<file path="config.mk">
export PLATFORM = sky130hd
export DESIGN_NAME = dmem_access_unit_flat
export DESIGN_NICKNAME = d
export VERILOG_FILES = /design/src/rtl/dmem_pkg.sv /design/src/rtl/dmem_access_unit_if.sv /design/src/rtl/dmem_lane_align.sv /design/src/rtl/dmem_access_unit.sv /design/src/flat_wrapper.sv
export SDC_FILE = /design/constraint.sdc
export NUM_CORES = 1
export LEC_CHECK = 0
export ABC_CLOCK_PERIOD_IN_PS = 2700
export CORE_UTILIZATION = 30
export DETAILED_ROUTE_END_ITERATION = 16
export GPL_TIMING_DRIVEN = 1
export HOLD_SLACK_MARGIN = 0.05
export MAX_ROUTING_LAYER = met4
export SLEW_MARGIN = 20
export SYNTH_ARGS = -nofsm -noshare
export SYNTH_HDL_FRONTEND = slang
export SYNTH_HIERARCHICAL = 1
export SYNTH_SLANG_ARGS = --single-unit
</file>
<file path="constraint.sdc">
create_clock -name clk_i -period 2.7 [get_ports clk_i]
set_input_delay 0.81 -clock clk_i [delete_from_list [all_inputs] [get_ports clk_i]]
set_output_delay 0.81 -clock clk_i [all_outputs]
set_load 0.02 [all_outputs]
</file>
<file path="src/rtl/dmem_pkg.sv">
// Shared encodings for the data-memory access path: access types used by the
// decoder / EX-MEM register, and the MEM-stage access FSM states.
package dmem_pkg;

  typedef enum logic [1:0] {
    DT_WORD  = 2'b00,
    DT_HALF  = 2'b01,
    DT_BYTE  = 2'b10,
    DT_BYTEU = 2'b11
  } dmem_type_e;

  typedef enum logic [1:0] {
    ST_IDLE = 2'b00,
    ST_REQ  = 2'b01,
    ST_RESP = 2'b10,
    ST_DONE = 2'b11
  } dmem_state_e;

  // Bytes are always aligned; stores use the same rule as loads.
  function automatic logic is_misaligned(dmem_type_e t, logic [1:0] off);
    return ((t == DT_WORD) && (off != 2'b00)) || ((t == DT_HALF) && off[0]);
  endfunction

endpackage

</file>
<file path="src/rtl/dmem_access_unit_if.sv">
// Request/grant/response data bus between the MEM-stage access unit (master)
// and the data memory (slave).
interface dmem_access_unit_if #(
  parameter int ADDR_W = 32
);
  logic              bus_req_o;
  logic              bus_we_o;
  logic [ADDR_W-1:0] bus_addr_o;
  logic [3:0]        bus_be_o;
  logic [31:0]       bus_wdata_o;
  logic              bus_gnt_i;
  logic              bus_rvalid_i;
  logic [31:0]       bus_rdata_i;

  modport master (
    output bus_req_o, bus_we_o, bus_addr_o, bus_be_o, bus_wdata_o,
    input  bus_gnt_i, bus_rvalid_i, bus_rdata_i
  );

  modport slave (
    input  bus_req_o, bus_we_o, bus_addr_o, bus_be_o, bus_wdata_o,
    output bus_gnt_i, bus_rvalid_i, bus_rdata_i
  );
endinterface

</file>
<file path="src/rtl/dmem_lane_align.sv">
// Little-endian lane steering: store byte enables / replicated data, and load
// lane extraction with sign or zero extension. Purely combinational.
module dmem_lane_align
  import dmem_pkg::*;
(
  input  dmem_type_e  st_type_i,
  input  logic [1:0]  st_off_i,
  input  logic [31:0] st_wdata_i,
  output logic [3:0]  st_be_o,
  output logic [31:0] st_wdata_o,
  input  dmem_type_e  ld_type_i,
  input  logic [1:0]  ld_off_i,
  input  logic [31:0] ld_rdata_i,
  output logic [31:0] ld_data_o
);
  logic [31:0] lane;

  always_comb begin
    st_be_o    = 4'b1111;
    st_wdata_o = st_wdata_i;
    case (st_type_i)
      DT_HALF: begin
        st_be_o    = st_off_i[1] ? 4'b1100 : 4'b0011;
        st_wdata_o = {2{st_wdata_i[15:0]}};
      end
      DT_BYTE, DT_BYTEU: begin
        st_be_o    = 4'b0001 << st_off_i;
        st_wdata_o = {4{st_wdata_i[7:0]}};
      end
      default: ;
    endcase
  end

  assign lane = ld_rdata_i >> {ld_off_i, 3'b000};

  always_comb begin
    ld_data_o = lane;
    case (ld_type_i)
      DT_HALF:  ld_data_o = {{16{lane[15]}}, lane[15:0]};
      DT_BYTE:  ld_data_o = {{24{lane[7]}}, lane[7:0]};
      DT_BYTEU: ld_data_o = {24'h0, lane[7:0]};
      default:  ;
    endcase
  end

endmodule

</file>
<file path="src/rtl/dmem_access_unit.sv">
// MEM-stage data-memory access unit: runs one bus access per instruction,
// stalls the pipeline until it completes and returns extended load data.
module dmem_access_unit
  import dmem_pkg::*;
#(
  parameter int ADDR_W = 32,
  parameter int DATA_W = 32
) (
  input  logic              clk_i,
  input  logic              rst_n_i,
  input  logic              dmem_ena_i,
  input  logic              dmem_wena_i,
  input  logic [1:0]        dmem_type_i,
  input  logic [ADDR_W-1:0] addr_i,
  input  logic [DATA_W-1:0] wdata_i,
  output logic              stall_o,
  output logic [DATA_W-1:0] load_data_o,
  output logic              load_valid_o,
  output logic              misalign_o,
  dmem_access_unit_if.master bus
);
  dmem_state_e state;
  dmem_type_e  in_type, type_q;
  logic [1:0]  off_q;
  logic        we_q;
  logic        in_mis;
  logic [3:0]  st_be;
  logic [31:0] st_wdata, ld_data;

  assign in_type = dmem_type_e'(dmem_type_i);
  assign in_mis  = is_misaligned(in_type, addr_i[1:0]);

  dmem_lane_align u_align (
    .st_type_i  (in_type),
    .st_off_i   (addr_i[1:0]),
    .st_wdata_i (wdata_i),
    .st_be_o    (st_be),
    .st_wdata_o (st_wdata),
    .ld_type_i  (type_q),
    .ld_off_i   (off_q),
    .ld_rdata_i (bus.bus_rdata_i),
    .ld_data_o  (ld_data)
  );

  // DONE releases the stall; the instruction still sitting in MEM there is
  // the one just completed, so it must not re-arm an access.
  assign stall_o = rst_n_i &
                   (((state == ST_IDLE) && dmem_ena_i && !in_mis) ||
                    (state == ST_REQ) || (state == ST_RESP));

  always_ff @(posedge clk_i or negedge rst_n_i) begin
    if (!rst_n_i) begin
      state           <= ST_IDLE;
      type_q          <= DT_WORD;
      off_q           <= 2'b00;
      we_q            <= 1'b0;
      bus.bus_req_o   <= 1'b0;
      bus.bus_we_o    <= 1'b0;
      bus.bus_addr_o  <= '0;
      bus.bus_be_o    <= 4'b0000;
      bus.bus_wdata_o <= 32'h0;
      load_data_o     <= '0;
      load_valid_o    <= 1'b0;
      misalign_o      <= 1'b0;
    end else begin
      load_valid_o <= 1'b0;
      misalign_o   <= 1'b0;
      case (state)
        ST_IDLE: begin
          if (dmem_ena_i && in_mis) begin
            misalign_o <= 1'b1;
          end else if (dmem_ena_i) begin
            type_q          <= in_type;
            off_q           <= addr_i[1:0];
            we_q            <= dmem_wena_i;
            bus.bus_req_o   <= 1'b1;
            bus.bus_we_o    <= dmem_wena_i;
            bus.bus_addr_o  <= {addr_i[ADDR_W-1:2], 2'b00};
            bus.bus_be_o    <= st_be;
            bus.bus_wdata_o <= st_wdata;
            state           <= ST_REQ;
          end
        end
        ST_REQ: begin
          if (bus.bus_gnt_i) begin
            bus.bus_req_o <= 1'b0;
            state         <= we_q ? ST_DONE : ST_RESP;
          end
        end
        ST_RESP: begin
          if (bus.bus_rvalid_i) begin
            load_data_o  <= ld_data;
            load_valid_o <= 1'b1;
            state        <= ST_DONE;
          end
        end
        default: state <= ST_IDLE;
      endcase
    end
  end

endmodule

</file>
<file path="src/flat_wrapper.sv">
// flat-port wrapper written by rule: the top's interface ports become plain ports
module dmem_access_unit_flat import dmem_pkg::*;
#(
  parameter int ADDR_W = 32,
  parameter int DATA_W = 32
)
  (clk_i, rst_n_i, dmem_ena_i, dmem_wena_i, dmem_type_i, addr_i, wdata_i, stall_o, load_data_o, load_valid_o, misalign_o, bus_bus_req_o, bus_bus_we_o, bus_bus_addr_o, bus_bus_be_o, bus_bus_wdata_o, bus_bus_gnt_i, bus_bus_rvalid_i, bus_bus_rdata_i);
  dmem_access_unit_if #(.ADDR_W(ADDR_W)) bus_i ();
  input  logic clk_i;
  input  logic rst_n_i;
  input  logic dmem_ena_i;
  input  logic dmem_wena_i;
  input  logic [1:0] dmem_type_i;
  input  logic [ADDR_W-1:0] addr_i;
  input  logic [DATA_W-1:0] wdata_i;
  output logic stall_o;
  output logic [DATA_W-1:0] load_data_o;
  output logic load_valid_o;
  output logic misalign_o;
  output wire logic [$bits(bus_i.bus_req_o)-1:0] bus_bus_req_o;
  output wire logic [$bits(bus_i.bus_we_o)-1:0] bus_bus_we_o;
  output wire logic [$bits(bus_i.bus_addr_o)-1:0] bus_bus_addr_o;
  output wire logic [$bits(bus_i.bus_be_o)-1:0] bus_bus_be_o;
  output wire logic [$bits(bus_i.bus_wdata_o)-1:0] bus_bus_wdata_o;
  input wire logic [$bits(bus_i.bus_gnt_i)-1:0] bus_bus_gnt_i;
  input wire logic [$bits(bus_i.bus_rvalid_i)-1:0] bus_bus_rvalid_i;
  input wire logic [$bits(bus_i.bus_rdata_i)-1:0] bus_bus_rdata_i;
  assign bus_bus_req_o = bus_i.bus_req_o;
  assign bus_bus_we_o = bus_i.bus_we_o;
  assign bus_bus_addr_o = bus_i.bus_addr_o;
  assign bus_bus_be_o = bus_i.bus_be_o;
  assign bus_bus_wdata_o = bus_i.bus_wdata_o;
  assign bus_i.bus_gnt_i = bus_bus_gnt_i;
  assign bus_i.bus_rvalid_i = bus_bus_rvalid_i;
  assign bus_i.bus_rdata_i = bus_bus_rdata_i;
  dmem_access_unit #(.ADDR_W(ADDR_W), .DATA_W(DATA_W)) u_core (.clk_i(clk_i), .rst_n_i(rst_n_i), .dmem_ena_i(dmem_ena_i), .dmem_wena_i(dmem_wena_i), .dmem_type_i(dmem_type_i), .addr_i(addr_i), .wdata_i(wdata_i), .stall_o(stall_o), .load_data_o(load_data_o), .load_valid_o(load_valid_o), .misalign_o(misalign_o), .bus(bus_i));
endmodule
</file>
==> reports/summary.md <==
The number of global-route vias before repair was 4359. The root buffer cell chosen for the clock tree is sky130_fd_sc_hd__clkbuf_16. In this run the vertical extent of the chip is 139.4 µm. The top cell type by area accounts for 47.75% of the synthesized area. The floorplan has 49 rows. The cell family contributing the most delay on the critical path is compound AO/OA/AOI/OAI gates. sky130_fd_sc_hd__dfrtp_1 is the most common cell in the netlist. At the end of the flow, the number of nets in the layout was 723. The endpoint arrival time on the critical path is 1830 ps. The number of buffers added by the clock tree synthesis step is 9. At the pin with the least slew margin, the transition time is 803.0 ps. The cell taking the most area after synthesis was sky130_fd_sc_hd__dfrtp_1. Clock-pin slew was measured on the worst setup and hold paths at 70 ps.

The pin count of the biggest net entering global routing is 59. The flow ran to the end, and the final reports show no timing, DRC or antenna violations. The number of buffers on the longest clock path came out at 2. Across all hold checks on the routed design, the worst slack comes to 511.2 ps. The tree built by TritonCTS fans out to 108 sinks.

The analysis attributes to cell leakage a power of 3.603 nW. Setup repair after global routing left no endpoint under its margin. The clock period minus worst slack is 2645 ps, and the portion of the post-synthesis area used by sequential elements is 47.75%.

The logs give 151 for the violation count after the first detailed-routing iteration and 6.067 ps for the clock skew. At the end of routability-driven placement, the weighted congestion stood at 0.8551. The routed design has 15530 µm of wire. For this run, the slowest stage of the critical path takes 290 ps. The tools report the global-route usage over all layers as 16.68%.

VDD sags by at most 652.4 µV. The first-pass GRT wire length was 24210 µm; the fraction of the cycle the final worst path needs was 97.95%. The critical path is of the input port to output pin type. The area of the placeable core is 0.01821 mm², and the number of buffers added on ports is 206. In the synthesized netlist the async set-or-reset flop fraction comes to 100.0%. The signal on the critical path passes through clkdlybuf4s15_1, nand2b_4, a21oi_4, nor2_8, o31a_1, buf_6. In this run the cell area of the synthesized design comes to 0.005660 mm².

The clock tree synthesis step divided the H-tree into 3 levels. The synthesized netlist contains 39 unique library cells. The tools report the fill cell total of the finished layout as 1609. The largest individual stage delay along the critical path comes from the cell sky130_fd_sc_hd__o31a_1. Among all flip-flop cells after synthesis, the most frequent one is sky130_fd_sc_hd__dfrtp_1.

At the worst endpoint, the required time is 1890 ps. In this run, post-CTS hold repair placed 0 buffers. The end-of-flow core utilization is 45.45%, and the die span in x is 139.4 µm. The worst-case register-to-register setup slack is 390 ps, and the clock latency at the later pin of the worst-skew pair is 350 ps. The run gives 11500 µm as the HPWL after detailed placement. Setup violations remaining at the end of the flow were counted as 0. The final route contains 3985 vias. STA classifies the critical path endpoint as an output pin.

For the number of antenna violations at the first check in global routing, the log shows 1. The full die area is 0.01942 mm². Sorting the synthesized cells by how often they occur yields sky130_fd_sc_hd__dfrtp_1 (108), sky130_fd_sc_hd__mux2_2 (73), sky130_fd_sc_hd__mux2_4 (71), sky130_fd_sc_hd__nand2_1 (28), sky130_fd_sc_hd__nand4_1 (17). Yosys printed 6 warnings.

For this run, design rule violations remaining after detail routing come to 0. STA classifies the critical path startpoint as an input port. The worst hold path belongs to the class register to register.

By area the synthesized netlist is led by sky130_fd_sc_hd__dfrtp_1 (48%), sky130_fd_sc_hd__mux2_4 (19%), sky130_fd_sc_hd__mux2_2 (15%). The highest net fanout along the worst path works out to 2. Before antenna repair, the detailed router went through 4 iterations. The logs give 31.09% for the initial core utilization and 0 for the number of max-slew violations in the final report.

In this run the mean area of a mapped cell was 13.84 µm². TritonCTS built the clock tree. Static timing analysis puts the maximum clock frequency at 0.3781 GHz. From synthesis to final layout, the design area changed by 46.20%. The worst path buffer plus inverter count is 2, and the areal power density over the cells is 1180 mW/mm². The number of max-cap violations was 0. Cells with a size suffix above 1 make up 31.61% of the layout. After detailed routing, the average wire length per cell comes to 18.27 µm. Measured against its own limit, the worst slew margin works out to 46.02%.

The final hold violation count is 0. The number of top-level pins came out at 209. Dividing the detail-routed via count by the number of cells gives 4.688. The run gives 0 as the post-route antenna net violation count.

Counting flops with a built-in enable in the synthesized netlist gives 0. The logs give 0 for the total overflow reported by the global router and 409 for the post-synthesis instance total. After synthesis the netlist holds a flip-flop and latch count of 108.
-- where the power goes --
| part | internal, mW | switching [mW] | total (mW) |
|---|---|---|---|
| clock network | 0.844 | 0.605 | 1.45 |
| logic | 2.96 | 2.39 | 5.35 |
| registers | 2.41 | 0.558 | 2.97 |
| total | 6.21 | 3.55 | 9.77 |
-- stage by stage --
step | setup slack [ps] | cell area, µm² | power (mW) | TNS (ps) | cells
after global placement | -621.6 | 7935 | 8.292 | -20460 | 832
after detailed placement | -701.4 | 7935 | 8.366 | -24270 | 832
after global routing | 26.88 | 8275 | 10.32 | 0 | 850
after CTS | 3.571 | 8274 | 9.910 | 0 | 849
final | 55.39 | 8275 | 9.768 | 0 | 850
after floorplan | 169.4 | 5664 | 6.109 | 0 | 410
-- flip-flops by register name, summed over array words and instances (netlist names) --
register / count
u_core/bus.bus_addr_o: 30
u_core/bus.bus_be_o: 4
u_core/bus.bus_req_o: 1
u_core/bus.bus_wdata_o: 32
u_core/load_data_o: 32
u_core/load_valid_o: 1
u_core/misalign_o: 1
u_core/off_q: 2
u_core/state: 2
u_core/type_q: 2
u_core/we_q: 1
-- path summary, 6_finish.rpt --
path	end	cells after the start	from
max in group asynchronous	u_core/bus.bus_addr_o[19]	3	rst_n_i
worst min-delay path	u_core/bus.bus_addr_o[30]	1	u_core/bus.bus_addr_o[30]
worst min register to register	u_core/bus.bus_addr_o[30]	1	u_core/bus.bus_addr_o[30]
min in group asynchronous	u_core/load_data_o[31]	2	rst_n_i
worst max-delay path	stall_o	6	addr_i[1]
worst max register to register	u_core/bus.bus_addr_o[18]	7	u_core/state[0]
-- cell families (layout without fill, tap and decap cells) --
| family | count (synthesis) | in the layout | share of synthesized area (%) |
|---|---|---|---|
| other cells | 1 | 3 | 0.06625 |
| mux | 152 | 152 | 34.77 |
| compound gates | 37 | 37 | 4.885 |
| simple gates | 64 | 64 | 6.057 |
| fa+ha+maj | 4 | 4 | 0.8842 |
| flops | 108 | 108 | 47.75 |
| buf+inv | 43 | 253 | 5.592 |
-- metal layers --
metal,track usage [%],up-vias,routed length (µm)
li1,-,1867,-
met1,20.38,1934,6871
met2,26.32,169,7279
met3,5.024,15,1196
met4,5.263,0,179
met5,-,-,0
-- area by class of cell --
| type | instances | area, µm² | share of cell area, % |
|---|---|---|---|
| Sequential cell | 108 | 2703 | 32.66 |
| Multi-Input combinational cell | 259 | 2645 | 31.96 |
| Timing Repair Buffer | 228 | 2278 | 27.53 |
| Tap cell | 229 | 286.5 | 3.462 |
| Clock buffer | 11 | 242.7 | 2.933 |
| Clock inverter | 5 | 83.83 | 1.013 |
| Inverter | 9 | 33.78 | 0.4082 |
| Antenna cell | 1 | 2.502 | 0.03024 |
-- placed cells by master (no fill, tap or decap), types with 2 or more instances in the layout --
| cell | instances |
|---|---|
| sky130_fd_sc_hd__clkdlybuf4s50_1 | 199 |
| sky130_fd_sc_hd__dfrtp_1 | 108 |
| sky130_fd_sc_hd__mux2_2 | 73 |
| sky130_fd_sc_hd__mux2_4 | 71 |
| sky130_fd_sc_hd__nand2_1 | 28 |
| sky130_fd_sc_hd__buf_4 | 17 |
| sky130_fd_sc_hd__nand4_1 | 17 |
| sky130_fd_sc_hd__o21ai_0 | 16 |
| sky130_fd_sc_hd__clkbuf_16 | 9 |
| sky130_fd_sc_hd__inv_1 | 8 |
| sky130_fd_sc_hd__mux2i_1 | 8 |
| sky130_fd_sc_hd__nor2_1 | 7 |
| sky130_fd_sc_hd__a22oi_1 | 7 |
| sky130_fd_sc_hd__ha_1 | 4 |
| sky130_fd_sc_hd__buf_12 | 4 |
| sky130_fd_sc_hd__buf_6 | 3 |
| sky130_fd_sc_hd__bufinv_16 | 2 |
| sky130_fd_sc_hd__dlygate4sd2_1 | 2 |
| sky130_fd_sc_hd__nand3_1 | 2 |
| sky130_fd_sc_hd__conb_1 | 2 |
| sky130_fd_sc_hd__nor2b_1 | 2 |
| sky130_fd_sc_hd__o21ai_1 | 2 |
| sky130_fd_sc_hd__a21oi_1 | 2 |
-- what timing repair did --
action	4_1_cts	5_1_grt
gates resized for setup	14	3
setup buffers	1	0
pin swaps	2	2
endpoints found under the setup margin	27	1
Power figures use the tool's default switching activity.
